[src/rtl/uart_rx_fifo.sv]
// 8N1 UART receiver (2-flop sync, mid-bit sampling) feeding a show-ahead byte FIFO; push lands 9.5 bit times after start detect.
// No backpressure on the line: a push into a full FIFO without a same-cycle pop is dropped and flagged in sticky overrun.
module uart_rx_fifo #(
  parameter int CLKS_PER_BIT = 868,
  parameter int DEPTH_LOG2   = 4
) (
  input  logic       clk,
  input  logic       rst_n,
  input  logic       rx,
  input  logic       uart_rdreq,
  output logic [7:0] uart_in,
  output logic       uart_empty,
  output logic       overrun,
  output logic       frame_err,
  input  logic       err_clr
);

  localparam int TW    = $clog2(CLKS_PER_BIT);
  localparam int PW    = DEPTH_LOG2 + 1;
  localparam int DEPTH = 1 << DEPTH_LOG2;
  localparam logic [TW-1:0] TICK_MID = TW'(CLKS_PER_BIT / 2 - 1);
  localparam logic [TW-1:0] TICK_END = TW'(CLKS_PER_BIT - 1);

  typedef enum logic [2:0] {
    IDLE      = 3'd0,
    START     = 3'd1,
    DATA      = 3'd2,
    STOP      = 3'd3,
    WAIT_IDLE = 3'd4
  } state_t;

  logic          rx_m;
  logic          rx_s;
  state_t        state;
  state_t        state_nxt;
  logic [TW-1:0] tick;
  logic [2:0]    bitcnt;
  logic [7:0]    shift;

  logic          tick_mid;
  logic          tick_end;
  logic          tick_clr;
  logic          bit_start;
  logic          shift_en;
  logic          push_req;
  logic          ferr_set;

  logic [7:0]    mem [DEPTH];
  logic [PW-1:0] wr_ptr;
  logic [PW-1:0] rd_ptr;
  logic          full;
  logic          pop;
  logic          push_ok;

  always_ff @(posedge clk or negedge rst_n) begin
    if (!rst_n) begin
      rx_m <= 1'b1;
      rx_s <= 1'b1;
    end else begin
      rx_m <= rx;
      rx_s <= rx_m;
    end
  end

  assign tick_mid = (tick == TICK_MID);
  assign tick_end = (tick == TICK_END);

  always_ff @(posedge clk or negedge rst_n) begin
    if (!rst_n) begin
      state <= IDLE;
    end else begin
      state <= state_nxt;
    end
  end

  always_comb begin
    state_nxt = state;
    case (state)
      IDLE:      if (!rx_s) state_nxt = START;
      START:     if (tick_mid) state_nxt = rx_s ? IDLE : DATA;
      DATA:      if (tick_end && bitcnt == 3'd7) state_nxt = STOP;
      STOP:      if (tick_end) state_nxt = rx_s ? IDLE : WAIT_IDLE;
      WAIT_IDLE: if (rx_s) state_nxt = IDLE;
      default:   state_nxt = IDLE;
    endcase
  end

  always_comb begin
    tick_clr  = 1'b0;
    bit_start = 1'b0;
    shift_en  = 1'b0;
    push_req  = 1'b0;
    ferr_set  = 1'b0;
    case (state)
      IDLE:      tick_clr = 1'b1;
      START: begin
        tick_clr  = tick_mid;
        bit_start = tick_mid && !rx_s;
      end
      DATA: begin
        tick_clr = tick_end;
        shift_en = tick_end;
      end
      STOP: begin
        tick_clr = tick_end;
        push_req = tick_end && rx_s;
        ferr_set = tick_end && !rx_s;
      end
      WAIT_IDLE: tick_clr = 1'b1;
      default:   tick_clr = 1'b1;
    endcase
  end

  always_ff @(posedge clk or negedge rst_n) begin
    if (!rst_n) begin
      tick   <= '0;
      bitcnt <= '0;
      shift  <= '0;
    end else begin
      tick <= tick_clr ? '0 : tick + TW'(1);
      if (bit_start) begin
        bitcnt <= '0;
      end else if (shift_en) begin
        bitcnt         <= bitcnt + 3'd1;
        shift[bitcnt]  <= rx_s;
      end
    end
  end

  // Wrap bit distinguishes full from empty when the index bits match.
  assign uart_empty = (wr_ptr == rd_ptr);
  assign full       = (wr_ptr[DEPTH_LOG2-1:0] == rd_ptr[DEPTH_LOG2-1:0]) &&
                      (wr_ptr[DEPTH_LOG2] != rd_ptr[DEPTH_LOG2]);
  assign pop        = uart_rdreq && !uart_empty;
  assign push_ok    = push_req && (!full || pop);
  assign uart_in    = mem[rd_ptr[DEPTH_LOG2-1:0]];

  // Storage is reset so the show-ahead output never exposes X.
  always_ff @(posedge clk or negedge rst_n) begin
    if (!rst_n) begin
      for (int i = 0; i < DEPTH; i++) begin
        mem[i] <= '0;
      end
      wr_ptr <= '0;
      rd_ptr <= '0;
    end else begin
      if (push_ok) begin
        mem[wr_ptr[DEPTH_LOG2-1:0]] <= shift;
        wr_ptr                      <= wr_ptr + PW'(1);
      end
      if (pop) begin
        rd_ptr <= rd_ptr + PW'(1);
      end
    end
  end

  always_ff @(posedge clk or negedge rst_n) begin
    if (!rst_n) begin
      overrun   <= 1'b0;
      frame_err <= 1'b0;
    end else if (err_clr) begin
      overrun   <= 1'b0;
      frame_err <= 1'b0;
    end else begin
      if (push_req && !push_ok) overrun <= 1'b1;
      if (ferr_set) frame_err <= 1'b1;
    end
  end

endmodule

[config.mk]
export PLATFORM = sky130hd
export DESIGN_NAME = uart_rx_fifo
export DESIGN_NICKNAME = d
export VERILOG_FILES = /design/src/rtl/uart_rx_fifo.sv
export SDC_FILE = /design/constraint.sdc
export NUM_CORES = 1
export LEC_CHECK = 0
export BUFFER_PORTS_ARGS = -buffer_cell sky130_fd_sc_hd__buf_2
export CORE_MARGIN = 1
export CORE_UTILIZATION = 50
export DETAILED_ROUTE_END_ITERATION = 16
export PLACE_DENSITY = 0.66
export SKIP_CTS_REPAIR_TIMING = 1
export SYNTH_ARGS = -nofsm -noshare
export SYNTH_HDL_FRONTEND = slang
export SYNTH_SLANG_ARGS = --single-unit
[constraint.sdc]
create_clock -name clk -period 4.45 [get_ports clk]
set_clock_uncertainty 0.15 [all_clocks]
set_input_delay 0.2225 -clock clk [delete_from_list [all_inputs] [get_ports clk]]
set_output_delay 0.2225 -clock clk [all_outputs]
set_load 0.01 [all_outputs]
==> flow_summary.html <==
<table>
<tr><th>Metric</th><th>Value</th></tr>
<tr><th colspan="2">Worst setup path</th></tr>
<tr><td>Worst setup SP type</td><td>register</td></tr>
<tr><td>Crit path capture type</td><td>primary output</td></tr>
<tr><td>Capture instance of the worst register-to-register path</td><td>mem[91]</td></tr>
<tr><td>Arrival @ worst endpoint</td><td>2780 ps</td></tr>
<tr><td>Maximum fanout along the worst path</td><td>35</td></tr>
<tr><td>Required arrival time at the worst endpoint</td><td>4080 ps</td></tr>
<tr><td>Startpoint of the worst register-to-register path</td><td>tick[0]</td></tr>
<tr><td>Number of cells on the worst reg-to-reg path</td><td>5</td></tr>
<tr><td>Path type of the worst setup path</td><td>reg -&gt; out</td></tr>
<tr><td>R2R Setup Slk</td><td>1360 ps</td></tr>
<tr><th colspan="2">Global routing</th></tr>
<tr><td>Remaining Overflow, GRT</td><td>0</td></tr>
<tr><td>Via count of the first global-routing pass</td><td>4,860</td></tr>
<tr><td>First-pass GRT wire length</td><td>26,200 µm</td></tr>
<tr><td>Antenna violations before repair</td><td>0</td></tr>
<tr><td>Pin count of the biggest net entering global routing</td><td>99</td></tr>
<tr><td>Total global-route track usage</td><td>20.9%</td></tr>
<tr><th colspan="2">Logic synthesis</th></tr>
<tr><td>Yosys top cell by area</td><td>sky130_fd_sc_hd__dfrtp_1</td></tr>
<tr><td>Post-synth net total</td><td>566</td></tr>
<tr><td>Synth async-reset ratio</td><td>100%</td></tr>
<tr><td>Leading post-synthesis cells by cell area</td><td>sky130_fd_sc_hd__dfrtp_1 51%, sky130_fd_sc_hd__mux2_2 20%, sky130_fd_sc_hd__mux4_2 8.9%</td></tr>
<tr><td>Synth Flop Type</td><td>sky130_fd_sc_hd__dfrtp_1</td></tr>
<tr><td>Share of the yosys chip area belonging to registers</td><td>51.5%</td></tr>
<tr><td>Yosys Warn Count</td><td>0</td></tr>
<tr><td>Synthesis-stage register bit count</td><td>166</td></tr>
<tr><td>Post-synthesis cell area</td><td>8060 µm²</td></tr>
<tr><td>Number of instances in the synthesized netlist</td><td>552</td></tr>
<tr><td>Post-synth EDFFs</td><td>0</td></tr>
<tr><td>Top cell type's share of synthesized area</td><td>50.9%</td></tr>
<tr><td>Post-Synthesis Mean Instance Area</td><td>14.6 µm²</td></tr>
<tr><td>Library cells used by synthesis</td><td>49</td></tr>
<tr><th colspan="2">Clock network</th></tr>
<tr><td>Clock tree root driver cell</td><td>sky130_fd_sc_hd__clkbuf_16</td></tr>
<tr><td>Cts bufs inserted</td><td>17</td></tr>
<tr><td>Clk sinks</td><td>166</td></tr>
<tr><td>Number of buffers between clock root and the deepest sink</td><td>2</td></tr>
<tr><td>Clock tree from TritonCTS</td><td>built</td></tr>
<tr><td>Insertion delay to the later sink of the worst-skew pair</td><td>420 ps</td></tr>
<tr><td>Clock transition at the registers of the reported paths</td><td>60 ps</td></tr>
<tr><td>Htree depth</td><td>4</td></tr>
<tr><th colspan="2">Floorplan</th></tr>
<tr><td>Die Outline Area</td><td>16,600 µm²</td></tr>
<tr><td>Number of cell rows</td><td>46</td></tr>
<tr><td>Area of the core</td><td>15,800 µm²</td></tr>
<tr><td>IO Count</td><td>16</td></tr>
<tr><td>Vertical die dimension</td><td>129 µm</td></tr>
<tr><td>Initial core utilization</td><td>50.9%</td></tr>
<tr><td>Floorplan die width</td><td>129 µm</td></tr>
<tr><th colspan="2">Cells and area</th></tr>
<tr><td>Most common library cell in the layout ignoring fill and taps</td><td>sky130_fd_sc_hd__dfrtp_1</td></tr>
<tr><td>Fraction of final layout cells with drive strength greater than 1</td><td>44.2%</td></tr>
<tr><td>Total Nets Final</td><td>581</td></tr>
<tr><td>Signed area change from the synthesized netlist to the final layout</td><td>11.5%</td></tr>
<tr><td>Final core utilization</td><td>56.8%</td></tr>
<tr><td>Commonest cells after routing, fill and taps aside</td><td>163 x sky130_fd_sc_hd__dfrtp_1, 140 x sky130_fd_sc_hd__mux2_2, 32 x sky130_fd_sc_hd__mux4_2, 18 x sky130_fd_sc_hd__nor2_1, 17 x sky130_fd_sc_hd__clkbuf_16</td></tr>
<tr><td>Number of diodes</td><td>0</td></tr>
<tr><th colspan="2">Drt</th></tr>
<tr><td>Via-to-Cell Ratio</td><td>5.73</td></tr>
<tr><td>Detail Route Antenna Nets</td><td>0</td></tr>
<tr><td>Detailed-route wire length per cell</td><td>19.5 µm</td></tr>
<tr><td>Final routed wirelength across all metal layers</td><td>15,500 µm</td></tr>
<tr><td>First-iteration detailed-routing DRC count</td><td>205</td></tr>
<tr><td>DRC errors left</td><td>0</td></tr>
<tr><td>Via count</td><td>4,553</td></tr>
<tr><td>Number of optimization iterations in the first detailed-route pass</td><td>4</td></tr>
<tr><th colspan="2">Hold path</th></tr>
<tr><td>Worst hold path type</td><td>in -&gt; reg</td></tr>
<tr><td>WHS Endpoint</td><td>rd_ptr[2]</td></tr>
<tr><td>Number of stages on the worst hold path</td><td>4</td></tr>
<tr><td>Critical hold path startpoint</td><td>uart_rdreq</td></tr>
<tr><th colspan="2">STA</th></tr>
<tr><td>Total count of hold-check failures in the final report</td><td>0</td></tr>
<tr><td>Slew HR</td><td>40.2%</td></tr>
<tr><td>Post-route fraction of the period consumed by the critical path</td><td>70.8%</td></tr>
<tr><td>Slew Limit Fails</td><td>0</td></tr>
<tr><td>Worst Max-Slew Pin Slew</td><td>896 ps</td></tr>
<tr><td>Post-Route Setup TNS</td><td>0 ps</td></tr>
<tr><td>Achievable clock frequency</td><td>0.317 GHz</td></tr>
<tr><td>Min cycle time layout</td><td>3150 ps</td></tr>
<tr><td>Setup violation total in the final timing report</td><td>0</td></tr>
<tr><td>RSZ-0062 raised after global routing</td><td>false</td></tr>
<tr><th colspan="2">Place</th></tr>
<tr><td>Number of port buffers</td><td>15</td></tr>
<tr><td>Dpl hpwl</td><td>10,100 µm</td></tr>
<tr><td>Global placer's final weighted congestion</td><td>0.782</td></tr>
<tr><th colspan="2">Run</th></tr>
<tr><td>Count of max-cap constraint violations</td><td>0</td></tr>
<tr><th colspan="2">Pwr</th></tr>
<tr><td>Cell-internal power</td><td>2.65 mW</td></tr>
<tr><td>Switching power total</td><td>1.05 mW</td></tr>
<tr><td>Net switching share of the total power</td><td>28.3%</td></tr>
<tr><td>Leakage</td><td>4.03 nW</td></tr>
<tr><td>VDD IR-drop max</td><td>0.289 mV</td></tr>
<tr><td>Register share of total power</td><td>42.7%</td></tr>
<tr><td>Relative contribution of combinational cells to total power</td><td>17.6%</td></tr>
<tr><td>Power density relative to cell area</td><td>411 nW/µm²</td></tr>
<tr><td>Clock share of power</td><td>39.7%</td></tr>
<tr><th colspan="2">Run status</th></tr>
<tr><td>Status</td><td>complete, no violations</td></tr>
</table>
[flip-flops by register name (all words and copies together), names as in the netlist]
name / cells
bitcnt: 3
frame_err: 1
mem: 128
overrun: 1
rd_ptr: 5
rx_m: 1
rx_s: 1
shift: 8
state: 3
tick: 10
wr_ptr: 5
[cell families after synthesis]
kind of cell	Yosys count	share of synthesized area (%)
AO/OA/AOI/OAI	49	6.97
XOR/XNOR	21	2.28
adder cells (fa/ha/maj)	9	1.40
buffers and inverters	49	2.62
flip-flops	166	51.5
multiplexers	180	29.5
AND/OR/NAND/NOR	78	5.71
[worst max-delay path, stage by stage, from the launching register on]
cell                       delay [ps]
sky130_fd_sc_hd__dfrtp_2          360
sky130_fd_sc_hd__buf_4            560
sky130_fd_sc_hd__mux4_2           600
sky130_fd_sc_hd__nor2b_1          160
sky130_fd_sc_hd__a211oi_1         380
sky130_fd_sc_hd__a21oi_1           80
sky130_fd_sc_hd__buf_2            180
[cells in the mapped netlist, types with 3 or more instances]
library cell	n
sky130_fd_sc_hd__dfrtp_1	164
sky130_fd_sc_hd__mux2_2	140
sky130_fd_sc_hd__mux4_2	32
sky130_fd_sc_hd__nor2_1	19
sky130_fd_sc_hd__clkbuf_1	17
sky130_fd_sc_hd__a21oi_1	15
sky130_fd_sc_hd__xor2_1	13
sky130_fd_sc_hd__inv_1	12
sky130_fd_sc_hd__a211oi_1	10
sky130_fd_sc_hd__nor2b_1	10
sky130_fd_sc_hd__a2111oi_4	9
sky130_fd_sc_hd__ha_1	9
sky130_fd_sc_hd__buf_1	8
sky130_fd_sc_hd__buf_2	8
sky130_fd_sc_hd__mux2i_1	8
sky130_fd_sc_hd__nand4_1	8
sky130_fd_sc_hd__xnor2_1	8
sky130_fd_sc_hd__nand2_1	6
sky130_fd_sc_hd__nand3_1	6
sky130_fd_sc_hd__a2111oi_2	5
sky130_fd_sc_hd__nand4b_1	4
sky130_fd_sc_hd__nor3_1	3
sky130_fd_sc_hd__nor4_1	3
[power by group through the flow]
stage | registers, mW | logic [mW] | clock network (mW)
global route | 1.58 | 0.710 | 1.56
global placement | 1.61 | 0.654 | 0
floorplan | 1.57 | 0.501 | 0
CTS | 1.58 | 0.665 | 1.50
detailed placement | 1.61 | 0.663 | 0
finish | 1.58 | 0.651 | 1.47
[layout make-up]
cell class | instances | area, µm²
fillers | 1251 | 6840
flip-flops and latches | 166 | 4160
multi-input cells | 337 | 3710
clock buffers | 19 | 433
well taps | 216 | 270
repair buffers | 33 | 224
clock inverters | 12 | 154
inverters | 12 | 45.0
[how the worst max path moves through the flow]
stage	cells past startpoint	slack, ps	endpoint	startpoint
after global routing	6	1120	uart_in[0]	rd_ptr[0]
after floorplan	6	1650	mem[88]	tick[0]
final	6	1300	uart_in[0]	rd_ptr[0]
after detailed placement	5	1360	mem[91]	tick[0]
after CTS	6	1250	uart_in[7]	rd_ptr[0]
after global placement	5	1470	mem[91]	tick[0]
[metrics by stage]
step | setup WS, ps | hold slack, ps | cells | cell area (µm²) | power, mW
after floorplan | 1650 | -223 | 552 | 8060 | 2.07
after global placement | 1470 | 178 | 761 | 8370 | 2.26
after detailed placement | 1360 | 179 | 761 | 8370 | 2.27
after CTS | 1250 | -273 | 792 | 8960 | 3.74
after global routing | 1120 | 52.4 | 795 | 8990 | 3.86
final | 1300 | 42.4 | 795 | 8990 | 3.70
[metal layers]
metal  global-route usage, %  vias up  routed length [µm]
met3                    3.62       11                 280
li1                        -     2096                   -
met5                       0        -                   0
met4                    7.13        0                 148
met1                    28.0     2396                7310
met2                    34.7       50                7770
Note: power is estimated with default switching activity, not from simulation.
